`config.mk`:
```
export PLATFORM = sky130hd
export DESIGN_NAME = tl_phase_scheduler_flat
export DESIGN_NICKNAME = d
export VERILOG_FILES = /design/src/rtl/tl_phase_if.sv /design/src/rtl/tl_phase_scheduler.sv /design/src/flat_wrapper.sv
export SDC_FILE = /design/constraint.sdc
export NUM_CORES = 1
export LEC_CHECK = 0
export ABC_AREA = 1
export BUFFER_PORTS_ARGS = -buffer_cell sky130_fd_sc_hd__buf_2
export CAP_MARGIN = 30
export CORE_AREA = 3 3 54 56
export DETAILED_ROUTE_END_ITERATION = 6
export DIE_AREA = 0 0 57 59
export MAX_ROUTING_LAYER = met4
export PLACE_DENSITY = 0.75
export SYNTH_ARGS = -nofsm -noshare
export SYNTH_HDL_FRONTEND = slang
export SYNTH_SLANG_ARGS = --single-unit
```
`constraint.sdc`:
```
create_clock -name clk -period 4.4 [get_ports clk]
set_input_delay 0.22 -clock clk [delete_from_list [all_inputs] [get_ports clk]]
set_output_delay 0.22 -clock clk [all_outputs]
set_load 0.05 [all_outputs]
```
`src/rtl/tl_phase_if.sv`:
```
// Signal bundle between the four-approach traffic-light scheduler and its environment.
// The master side drives demand; the slave side (the scheduler) drives lamps and grants.
interface tl_phase_if;
  logic [3:0] req;
  logic [3:0] red;
  logic [3:0] yel;
  logic [3:0] gre;
  logic [3:0] ack;
  logic [1:0] phase;

  modport master (output req, input red, yel, gre, ack, phase);
  modport slave  (input req, output red, yel, gre, ack, phase);
endinterface

```
`src/rtl/tl_phase_scheduler.sv`:
```
// Four-approach traffic-light phase scheduler: round-robin service of latched demand,
// bounded green (min/max), fixed yellow and all-red clearance intervals.
module tl_phase_scheduler #(
  parameter int MIN_GREEN = 8,
  parameter int MAX_GREEN = 24,
  parameter int YELLOW    = 4,
  parameter int ALL_RED   = 2
) (
  input  logic       clk,
  input  logic       rst,
  tl_phase_if.slave  bus
);

  typedef enum logic [1:0] {
    S_IDLE   = 2'd0,
    S_GREEN  = 2'd1,
    S_YELLOW = 2'd2,
    S_ALLRED = 2'd3
  } state_t;

  localparam logic [5:0] MIN_T = 6'(MIN_GREEN - 1);
  localparam logic [5:0] MAX_T = 6'(MAX_GREEN - 1);
  localparam logic [5:0] YEL_T = 6'(YELLOW - 1);
  localparam logic [5:0] AR_T  = 6'(ALL_RED - 1);

  state_t     state, state_n;
  logic [5:0] timer, timer_n;
  logic [3:0] pend, pend_n;
  logic [1:0] phase, phase_n;
  logic [3:0] ack, ack_n;

  logic [1:0] winner;
  logic [3:0] grant;
  logic [3:0] req_lat;
  logic [3:0] other;
  logic       start_green;
  logic       exit_green;

  // Round-robin pick: scanning from the farthest offset down to phase+1 leaves the
  // nearest pending approach as the final assignment; the served phase itself ranks last.
  always_comb begin
    winner = phase + 2'd1;
    for (int k = 4; k >= 1; k--) begin
      if (pend[2'(phase + 2'(k))]) winner = 2'(phase + 2'(k));
    end
  end

  // The approach showing green does not re-queue itself from its own sensor.
  always_comb begin
    req_lat = bus.req;
    if (state == S_GREEN) req_lat[phase] = 1'b0;
  end

  assign other      = pend & ~(4'b0001 << phase);
  assign exit_green = (timer >= MIN_T) && (other != 4'b0000) &&
                      (!bus.req[phase] || (timer >= MAX_T));

  // NOTE: every signal written here gets a default first, so no path leaves it unassigned
  // and no latch is inferred.
  always_comb begin
    state_n     = state;
    timer_n     = timer + 6'd1;
    phase_n     = phase;
    ack_n       = 4'b0000;
    grant       = 4'b0000;
    start_green = 1'b0;

    unique case (state)
      S_IDLE: start_green = |pend;
      S_GREEN: begin
        if (exit_green) begin
          state_n = S_YELLOW;
          timer_n = 6'd0;
        end else if (timer >= MAX_T) begin
          timer_n = MAX_T;
        end
      end
      S_YELLOW: begin
        if (timer == YEL_T) begin
          state_n = S_ALLRED;
          timer_n = 6'd0;
        end
      end
      S_ALLRED: begin
        if (timer == AR_T) begin
          if (|pend) begin
            start_green = 1'b1;
          end else begin
            state_n = S_IDLE;
            timer_n = 6'd0;
          end
        end
      end
      default: state_n = S_IDLE;
    endcase

    if (start_green) begin
      state_n = S_GREEN;
      timer_n = 6'd0;
      phase_n = winner;
      grant   = 4'b0001 << winner;
      ack_n   = grant;
    end

    // A grant overrides a same-cycle request from the granted approach.
    pend_n = (pend | req_lat) & ~grant;
  end

  // NOTE: sequential state uses non-blocking assignments so every register samples
  // pre-edge values regardless of statement order.
  always_ff @(posedge clk or posedge rst) begin
    if (rst) begin
      state <= S_IDLE;
      timer <= 6'd0;
      pend  <= 4'b0000;
      phase <= 2'd3;
      ack   <= 4'b0000;
    end else begin
      state <= state_n;
      timer <= timer_n;
      pend  <= pend_n;
      phase <= phase_n;
      ack   <= ack_n;
    end
  end

  // Lamp decode from registered state only.
  always_comb begin
    bus.red = 4'b1111;
    bus.yel = 4'b0000;
    bus.gre = 4'b0000;
    unique case (state)
      S_GREEN: begin
        bus.gre = 4'b0001 << phase;
        bus.red = ~(4'b0001 << phase);
      end
      S_YELLOW: begin
        bus.yel = 4'b0001 << phase;
        bus.red = ~(4'b0001 << phase);
      end
      default: ;
    endcase
  end

  assign bus.ack   = ack;
  assign bus.phase = phase;

endmodule

```
`src/flat_wrapper.sv`:
```
// flat-port wrapper written by rule: the top's interface ports become plain ports
module tl_phase_scheduler_flat 
#(
  parameter int MIN_GREEN = 8,
  parameter int MAX_GREEN = 24,
  parameter int YELLOW    = 4,
  parameter int ALL_RED   = 2
)
  (clk, rst, bus_req, bus_red, bus_yel, bus_gre, bus_ack, bus_phase);
  tl_phase_if bus_i ();
  input  logic clk;
  input  logic rst;
  input wire logic [$bits(bus_i.req)-1:0] bus_req;
  output wire logic [$bits(bus_i.red)-1:0] bus_red;
  output wire logic [$bits(bus_i.yel)-1:0] bus_yel;
  output wire logic [$bits(bus_i.gre)-1:0] bus_gre;
  output wire logic [$bits(bus_i.ack)-1:0] bus_ack;
  output wire logic [$bits(bus_i.phase)-1:0] bus_phase;
  assign bus_i.req = bus_req;
  assign bus_red = bus_i.red;
  assign bus_yel = bus_i.yel;
  assign bus_gre = bus_i.gre;
  assign bus_ack = bus_i.ack;
  assign bus_phase = bus_i.phase;
  tl_phase_scheduler #(.MIN_GREEN(MIN_GREEN), .MAX_GREEN(MAX_GREEN), .YELLOW(YELLOW), .ALL_RED(ALL_RED)) u_core (.clk(clk), .rst(rst), .bus(bus_i));
endmodule
```
---- After elaboration in Yosys (flattened, before gate mapping) ----
Cells that the tools add are included.
operators by class
  mux-type cells .......................... 37
  reductions and logical operators ........ 11
  $lt $le $gt $ge ......................... 7
  shift operators ......................... 2
  multipliers ............................. 0
  add/sub/neg operators ................... 4
  bitwise gates (word level) .............. 7
  equality and inequality tests ........... 9
  divide/modulo/power cells ............... 0
operators by type and width
  operator             number
  $mux 6               6
  $mux 4               5
  $mux 2               9
  $pmux 6 s3           1
  $and 4x4->4          3
  $lt 2x3->1 const B   4
  $not 4->4            3
  $bmux 1 s2           5
  $ne 3x1->1 const B   3
  $mux 1               8
  $reduce_bool 4->1    2
  $shl 1x2->4 const A  2
  $add 6x1->6 const B  1
  $eq 6x1->1 const B   1
  $eq 6x2->1 const B   1
  $ge 6x3->1 const B   1
  $ge 6x5->1 const B   1
  $pmux 2 s3           1
  $reduce_and 5->1     1
  $add 2x2->2 const B  2
  $eq 2x2->1 const B   2
  $or 4x4->4           1
  $reduce_or 4->1      1
  $logic_and 1x1->1    3
  10 further kinds     10
storage, ports and cells
  bits in registers ....................... 18
  bits in latches ......................... 0
  ROM bits ................................ 0
  logic and storage cells ................. 82
  memories kept ........................... 0
  RAM bits ................................ 0

---- Depth between registers and ports, before layout ----
Gate-level depths: netlist of run 1.
  word-level depth ........................ 10
  depth in mapped cells ................... 13
  depth with buffers taken out ............ 13

---- Worst setup path after synthesis of run 1 ----
No wires, ideal clock.
  path kind ............................... register to register
  start point ............................. register u_core.phase[1] (netlist: u_core.bus.phase[1])
  end point ............................... register u_core.pend[0]
  cell stages (with the launch flop) ...... 13
  data arrival time ....................... 1893 ps
  required time ........................... 4281 ps
  library setup time ...................... 119 ps
  setup slack ............................. 2388 ps
  buffers on the path ..................... 0
  path through ............................ dfstp_2 > inv_1 > ha_1 > inv_1 > nand3_1 > nand2_1 > inv_1 > nand2_1 > nand2_2 > nand3_1 > nand3_2 > nor2_2 > nor2_1
between the ends
  cells in the longest elaborated chain, start to end .. 10
  elaborated cells between the ends (all ways) .. 28
  those cells by class .................... 3 x add/sub; 2 x order compare; 1 x shift; 16 x mux; 5 x bitwise; 1 x reduce/logical
RTL lines
  item                                                    line                       source
  start: declaration                                      tl_phase_scheduler.sv:29   logic [1:0] phase, phase_n;
  start signal: assignment                                tl_phase_scheduler.sv:122  phase <= phase_n;
  $add 2x2->2 or $bmux 1 s2 (tied branches)               tl_phase_scheduler.sv:44   if (pend[2'(phase + 2'(k))]) winner = 2'(phase + 2'(k));
  $bmux 1 s2 or $mux 1 (tied branches)                    tl_phase_scheduler.sv:44
  $mux 1 (not written as such) or $mux 2 (tied branches)  tl_phase_scheduler.sv:44
  $mux 2 (2 in a row)                                     tl_phase_scheduler.sv:44
  $mux 2 *                                                tl_phase_scheduler.sv:44
  $shl 1x2->4 *                                           tl_phase_scheduler.sv:101  grant = 4'b0001 << winner;
  $mux 4 *                                                -
  named net u_core.ack_n[0]                               tl_phase_scheduler.sv:30   logic [3:0] ack, ack_n;
  $not 4->4 *                                             tl_phase_scheduler.sv:106  pend_n = (pend | req_lat) & ~grant;
  $and 4x4->4 *                                           tl_phase_scheduler.sv:106
  named net u_core.pend_n[0]                              tl_phase_scheduler.sv:28   logic [3:0] pend, pend_n;
  end signal: assignment                                  tl_phase_scheduler.sv:121  pend <= pend_n;
  end: declaration                                        tl_phase_scheduler.sv:28
The timed path passes the listed nets; every way through them passes the cells marked *. The select of a mux whose other input is x is not followed.
A chain may end at the register's enable or synchronous reset.

---- Worst setup path after layout of run 1 ----
  start point ............................. register u_core.phase[0] (netlist: u_core.bus.phase[0])
  end point ............................... register u_core.pend[0]
The elaborated chain is that of the path after synthesis.

==> metrics.md, run 1 <==
| Metric | Value |
|---|---|
| Area leader, netlist | dfrtp_1 |
| Post-synthesis xor/xnor area fraction | 0.0131 |
| H-tree depth | 1 |
| Pin count of the biggest net entering global routing | 19 |
| Status | finished clean |
| Clock slew seen by the registers of the worst setup and hold paths | 0.11 ns |
| Post-synth ARST share | 1.00 |
| Final cell count without fillers | 247 |
| Reg2reg path depth | 12 |
| Final #Nets | 235 |
| Mux cell area share after synthesis | 0 |
| Final WS setup | 2.20 ns |
| Mapped Avg Cell Area | 6.98 sq um |
| Wire per inst | 12.9 microns |
| Final Slew Violations | 0 |
| Routed wire length | 3190 microns |
| CTS root buf | clkbuf_4 |
| Setup CP Type | reg -> reg |
| Setup Skew | 0.00683 ns |
| Vias in the first global route | 1310 |
| Skew-Pair Late Insertion Delay | 0.29 ns |
| Period utilisation layout | 0.499 |
| Synth Area in Adders | 0.103 |
| CTS tree | yes |
| All-Layer GR Usage | 0.207 |
| Die Ht | 59 microns |
| Synthesized Nets | 208 |
| Pre-CTS WS | 2.24 ns |
| Top post-synthesis cells by area | dfrtp_1, nand2_1, ha_1 |
| Max FO, Critical Path | 14 |
| Worst min-delay path class | in -> async |
| Cells after DPL | 243 |
| I/O Buffers | 23 |
| Startpoint Class | register |
| GP Congestion | 0.968 |
| DR vias/cell | 5.26 |
| Die X | 57 microns |
| RSZ-0062 raised after global routing | no |
| DRT iter0 DRCs | 48 |
| Hold Buf Count CTS | 0 |
| Post-synth cell types | 23 |
| Layout cells sized above 1 | 0.226 |
| Post-DP HPWL | 2520 microns |
| Core box area | 0.00248 sq mm |
| Max clock buf depth | 2 |
| RR Endpoint | u_core.pend[0]$_DFF_PP0_ |
| Synth Area in Compound Gates | 0.100 |
| Post-CTS Setup Bufs | 0 |
| Setup TNS Final | 0 ns |
| Fill cell count | 248 |
| Main flop type after synthesis | dfrtp_1 |
| Reg area | 453 sq um |
| Largest family of logic cells by synthesized area | simple AND/OR/NAND/NOR gates |
| Initial antenna violation count | 0 |
| DR vias | 1298 |
| Post_cts resized | 0 |
| Clock Sinks | 18 |
| Fin. Hold Viols | 0 |
| Slew headroom | 0.544 |
| Worst setup EP type | register |
| Simple logic cell fraction of the synthesized area | 0.339 |
| Setup violators final | 0 |
| Synth warn | 0 |
| First-pass GRT wire length | 5380 microns |
| Die area | 0.00336 sq mm |
| DRT antenna net count | 0 |
| CP required | 4.58 ns |
| I/O pin cnt | 24 |
| Final Critical Period | 2.20 ns |
| #FFs+latches synth | 18 |
| N_diodes | 0 |
| Yosys top cell area share | 0.300 |
| Layout area overhead | 13.3% |
| Post-synthesis sequential area ratio | 0.340 |
| Syn Inst Count | 191 |
| 1st-pass router iterations | 4 |
| Fmax | 455 MHz |
| Reg2reg setup slack | 2.20 ns |
| # DRC | 0 |
| GRT overflow | 0 |
| Reg-to-Reg Start | u_core.bus.phase[0]$_DFFE_PP1P_ |
| Number of synthesized flops with an enable pin | 0 |
| Post-Syn Area | 0.00133 sq mm |
| Max Cap Viol | 0 |
| Critical Path AT | 2.38 ns |
| Num CTS Buffers | 3 |
| Worst slew pin tran | 0.683 ns |
| Starting Density | 0.538 |
| Multi-input logic area | 741 sq um |
| Rows | 18 |
==> Yosys cell counts (2+ instances only) <==
master   count
ha_1        11
inv_1       31
dfrtp_1     16
nor2_2       4
nor2_1      19
nand2_1     51
nand3_2      2
o21ai_0      8
a21oi_1      9
o21ai_2      3
nand2_2      7
inv_2        3
nand3_1     16
dfstp_2      2
==> cell usage in the layout, fill, tap and decap left out, types with 7 or more instances in the layout <==
cell,instances
a21oi_1,9
nor2_1,19
o21ai_0,8
inv_1,31
ha_1,11
nand2_2,7
nand2_1,51
buf_2,23
dfrtp_1,16
nand3_1,16
==> stage by stage <==
stage                      util  hold slack (ns)  instance area (sq um)
after global routing      0.610           0.0539                   1510
after floorplan               -            0.157                   1330
after CTS                 0.610           0.0305                   1510
after detailed placement  0.595            0.353                   1470
final                     0.610           0.0115                   1510
after global placement    0.595            0.335                   1470
==> registers in the layout (all words and copies together) (netlist names) <==
register          flops
u_core.state          2
u_core.timer          6
u_core.pend           4
u_core.bus.phase      2
u_core.bus.ack        4
==> layer usage <==
layer / wire, microns / global-route usage
met5: 0 / -
met3: 105 / 0.0349
met4: 26 / 0.0629
met2: 1700 / 0.382
met1: 1360 / 0.228
==> cell families after synthesis <==
kind of cell,count (synthesis)
adder cells (fa/ha/maj),11
XOR/XNOR,2
AO/OA/AOI/OAI,23
AND/OR/NAND/NOR,102
flip-flops,18
buffers and inverters,35
==> final cells by class <==
class                           instances  share of cell area
Multi-Input combinational cell        138               0.490
Clock buffer                            4              0.0240
Tap cell                               30              0.0249
Inverter                               34              0.0845
Timing Repair Buffer                   23              0.0762
Sequential cell                        18               0.300
==> worst max path at each step <==
stage | startpoint | end | slack (ns)
after floorplan | u_core.bus.phase[1]$_DFFE_PP1P_ | u_core.pend[0]$_DFF_PP0_ | 2.39
after global routing | u_core.bus.phase[0]$_DFFE_PP1P_ | u_core.pend[0]$_DFF_PP0_ | 2.00
final | u_core.bus.phase[0]$_DFFE_PP1P_ | u_core.pend[0]$_DFF_PP0_ | 2.20
after global placement | u_core.bus.phase[0]$_DFFE_PP1P_ | u_core.pend[2]$_DFF_PP0_ | 2.35
after CTS | u_core.bus.phase[0]$_DFFE_PP1P_ | u_core.pend[2]$_DFF_PP0_ | 2.22
after detailed placement | u_core.bus.phase[0]$_DFFE_PP1P_ | u_core.pend[2]$_DFF_PP0_ | 2.24
==> worst max-delay path, cell delays in order, from the launching register on <==
cell,delay (ns)
dfstp_2,0.71
inv_2,0.14
ha_1,0.35
inv_1,0.11
nand3_1,0.12
nand2_1,0.08
inv_1,0.04
nand2_1,0.07
nand2_2,0.07
nand3_1,0.12
nand3_2,0.11
nor2_2,0.11
nor2_1,0.06
Power of run 1 is left out: the tool's default activity adds up to more than one toggle a clock period on the data nets, which glitch-free logic cannot reach.
==> inputs of run 2 (changes only) <==
--- a/config.mk
+++ b/config.mk
@@ -8,11 +8,11 @@
 export ABC_AREA = 1
 export BUFFER_PORTS_ARGS = -buffer_cell sky130_fd_sc_hd__buf_2
 export CAP_MARGIN = 30
-export CORE_AREA = 3 3 54 56
+export CORE_AREA = 3 3 56 58
 export DETAILED_ROUTE_END_ITERATION = 6
-export DIE_AREA = 0 0 57 59
+export DIE_AREA = 0 0 59 61
 export MAX_ROUTING_LAYER = met4
-export PLACE_DENSITY = 0.75
+export PLACE_DENSITY = 0.73
 export SYNTH_ARGS = -nofsm -noshare
 export SYNTH_HDL_FRONTEND = slang
 export SYNTH_SLANG_ARGS = --single-unit
==> constraint.sdc (replaced) <==
create_clock -name clk -period 2 [get_ports clk]
set_input_delay 0.1 -clock clk [delete_from_list [all_inputs] [get_ports clk]]
set_output_delay 0.1 -clock clk [all_outputs]
set_load 0.05 [all_outputs]
==> run 2 against run 1 <==
Fmax rose by 11%. Critical path depth rose by 1. Cell count rose by 3.2%. Non-clock buffer count rose by 7. Register-to-register slack got worse by 2.2 ns. Setup slack got worse by 2.2 ns. Critical path type unchanged.
==> metrics.md, run 2 (synthesis gave the netlist of run 1 again) <==
| Metric | Value |
|---|---|
| Routed wire length | 3220 microns |
| Vias in the first global route | 1165 |
| I/O Buffers | 23 |
| DR vias/cell | 5.22 |
| Reg2reg path depth | 13 |
| Period utilisation layout | 0.987 |
| CTS tree | yes |
| Initial antenna violation count | 0 |
| H-tree depth | 1 |
| Cell Area, Placed | 0.00150 sq mm |
| RR Endpoint | u_core.pend[2]$_DFF_PP0_ |
| Design area | 0.00167 sq mm |
| Core box area | 0.00271 sq mm |
| Die Ht | 61 microns |
| DRT iter0 DRCs | 45 |
| Biggest regs | u_core.timer (6), u_core.bus.ack (4), u_core.pend (4) |
| Max Cap Viol | 0 |
| Max clock buf depth | 2 |
| I/O pin cnt | 24 |
| Final #Nets | 242 |
| Status | finished clean |
| Wire per inst | 12.6 microns |
| Slew headroom | 0.543 |
| Starting Density | 0.492 |
| Worst slew pin tran | 0.685 ns |
| Pin count of the biggest net entering global routing | 19 |
| Layout cells sized above 1 | 0.326 |
| GP Congestion | 0.977 |
| CTS root buf | clkbuf_4 |
| First-pass GRT wire length | 4950 microns |
| Setup CP Type | reg -> reg |
| 1st-pass router iterations | 4 |
| Critical Path AT | 2.16 ns |
| Worst min-delay path class | in -> reg |
| Final Slew Violations | 0 |
| Hold Path Depth | 3 |
| Max FFs per register | 6 |
| Reg-to-Reg Start | u_core.bus.phase[1]$_DFFE_PP1P_ |
| CP required | 2.19 ns |
| Rows | 19 |
| Setup Skew | 0.0174 ns |
| Crit path largest cell delay | 0.65 ns |
| Most common cell after layout, fill and taps aside | nand2_1 |
| Fill cell count | 258 |
| Worst Hold Launch | bus_req[2] |
| Fmax | 507 MHz |
| DR vias | 1330 |
| Reg2reg setup slack | 0.03 ns |
| Cell Chain, Critical Path | clkinvlp_4 > ha_4 > inv_4 > nand3_2 > nand2_1 > inv_1 > nand2_1 > nand2_2 > nand2_2 > nand2_4 > nand3_4 > nor2_4 > nor2_1 |
| Die X | 59 microns |
| DRT antenna net count | 0 |
| Hold path endpoint | u_core.pend[2]$_DFF_PP0_ |
| Final Critical Period | 1.97 ns |
| Setup violators final | 0 |
| Crit-path slowest cell | dfstp_4 |
| Layout area overhead | 25.6% |
| Die area | 0.00360 sq mm |
| Skew-Pair Late Insertion Delay | 0.30 ns |
| Largest Register | u_core.timer |
| All-Layer GR Usage | 0.191 |
| Clock Sinks | 18 |
| Num CTS Buffers | 3 |
| Most frequent cells in the layout | nand2_1, inv_1, buf_2, nor2_1, dfrtp_1 |
| RSZ-0062 raised after global routing | yes |
| Worst setup EP type | register |
| Fin. Hold Viols | 0 |
| Post-DP HPWL | 2380 microns |
| GRT overflow | 0 |
| N_diodes | 0 |
| Max FO, Critical Path | 5 |
| # DRC | 0 |
| Clock slew seen by the registers of the worst setup and hold paths | 0.12 ns |
| Startpoint Class | register |
==> run 2: per-stage QoR <==
stage          hold slack [ns]  setup slack [ns]   util  cells  TNS (ns)
2_1_floorplan           0.0371           0.00187      -    191         0
3_3_place_gp             0.231            0.0853  0.554    247         0
3_5_place_dp             0.242            0.0497  0.554    247         0
4_1_cts                 0.0793            0.0178  0.571    252         0
5_1_grt                 0.0684           -0.0780  0.618    255    -0.293
6_report                0.0780            0.0270  0.618    255         0
==> run 2: what timing repair did <==
action	4_1_cts	5_1_grt
hold endpoints to repair	16	0
buffers inserted	0	3
endpoints found under the setup margin	0	14
gates resized for setup	0	26
hold buffers	1	0
==> run 2: worst max path at each step <==
stage | from | endpoint | cells past startpoint
5_1_grt | u_core.bus.phase[1]$_DFFE_PP1P_ | u_core.pend[3]$_DFF_PP0_ | 11
6_report | u_core.bus.phase[1]$_DFFE_PP1P_ | u_core.pend[2]$_DFF_PP0_ | 13
2_1_floorplan | u_core.bus.phase[0]$_DFFE_PP1P_ | u_core.pend[0]$_DFF_PP0_ | 12
3_3_place_gp | u_core.bus.phase[1]$_DFFE_PP1P_ | u_core.pend[0]$_DFF_PP0_ | 12
4_1_cts | u_core.bus.phase[1]$_DFFE_PP1P_ | u_core.pend[0]$_DFF_PP0_ | 12
3_5_place_dp | u_core.bus.phase[1]$_DFFE_PP1P_ | u_core.pend[0]$_DFF_PP0_ | 12
==> run 2: area by class of cell <==
cell class / instances / area, sq um / share of cell area
Clock buffer: 4 / 36.3 / 0.0217
Inverter: 34 / 134 / 0.0800
Multi-Input combinational cell: 138 / 835 / 0.499
Sequential cell: 18 / 457 / 0.273
Tap cell: 31 / 38.8 / 0.0232
Timing Repair Buffer: 30 / 174 / 0.104
==> run 2: critical path, delay by kind of cell, from the launching register on <==
family | cells | cell delay, ns
adders and majority gates | 1 | 0.32
buffers and inverters | 3 | 0.22
DFF | 1 | 0.65
and+or+nand+nor | 9 | 0.67
==> run 2: metal layers <==
| layer | vias to the layer above | GRT usage | share of wire |
|---|---|---|---|
| met4 | 0 | 0.0841 | 0.018 |
| met1 | 613 | 0.230 | 0.40 |
| li1 | 658 | - | - |
| met3 | 9 | 0.0426 | 0.054 |
| met2 | 50 | 0.306 | 0.53 |
| met5 | - | - | 0 |
Power of run 2 is left out for the same reason.
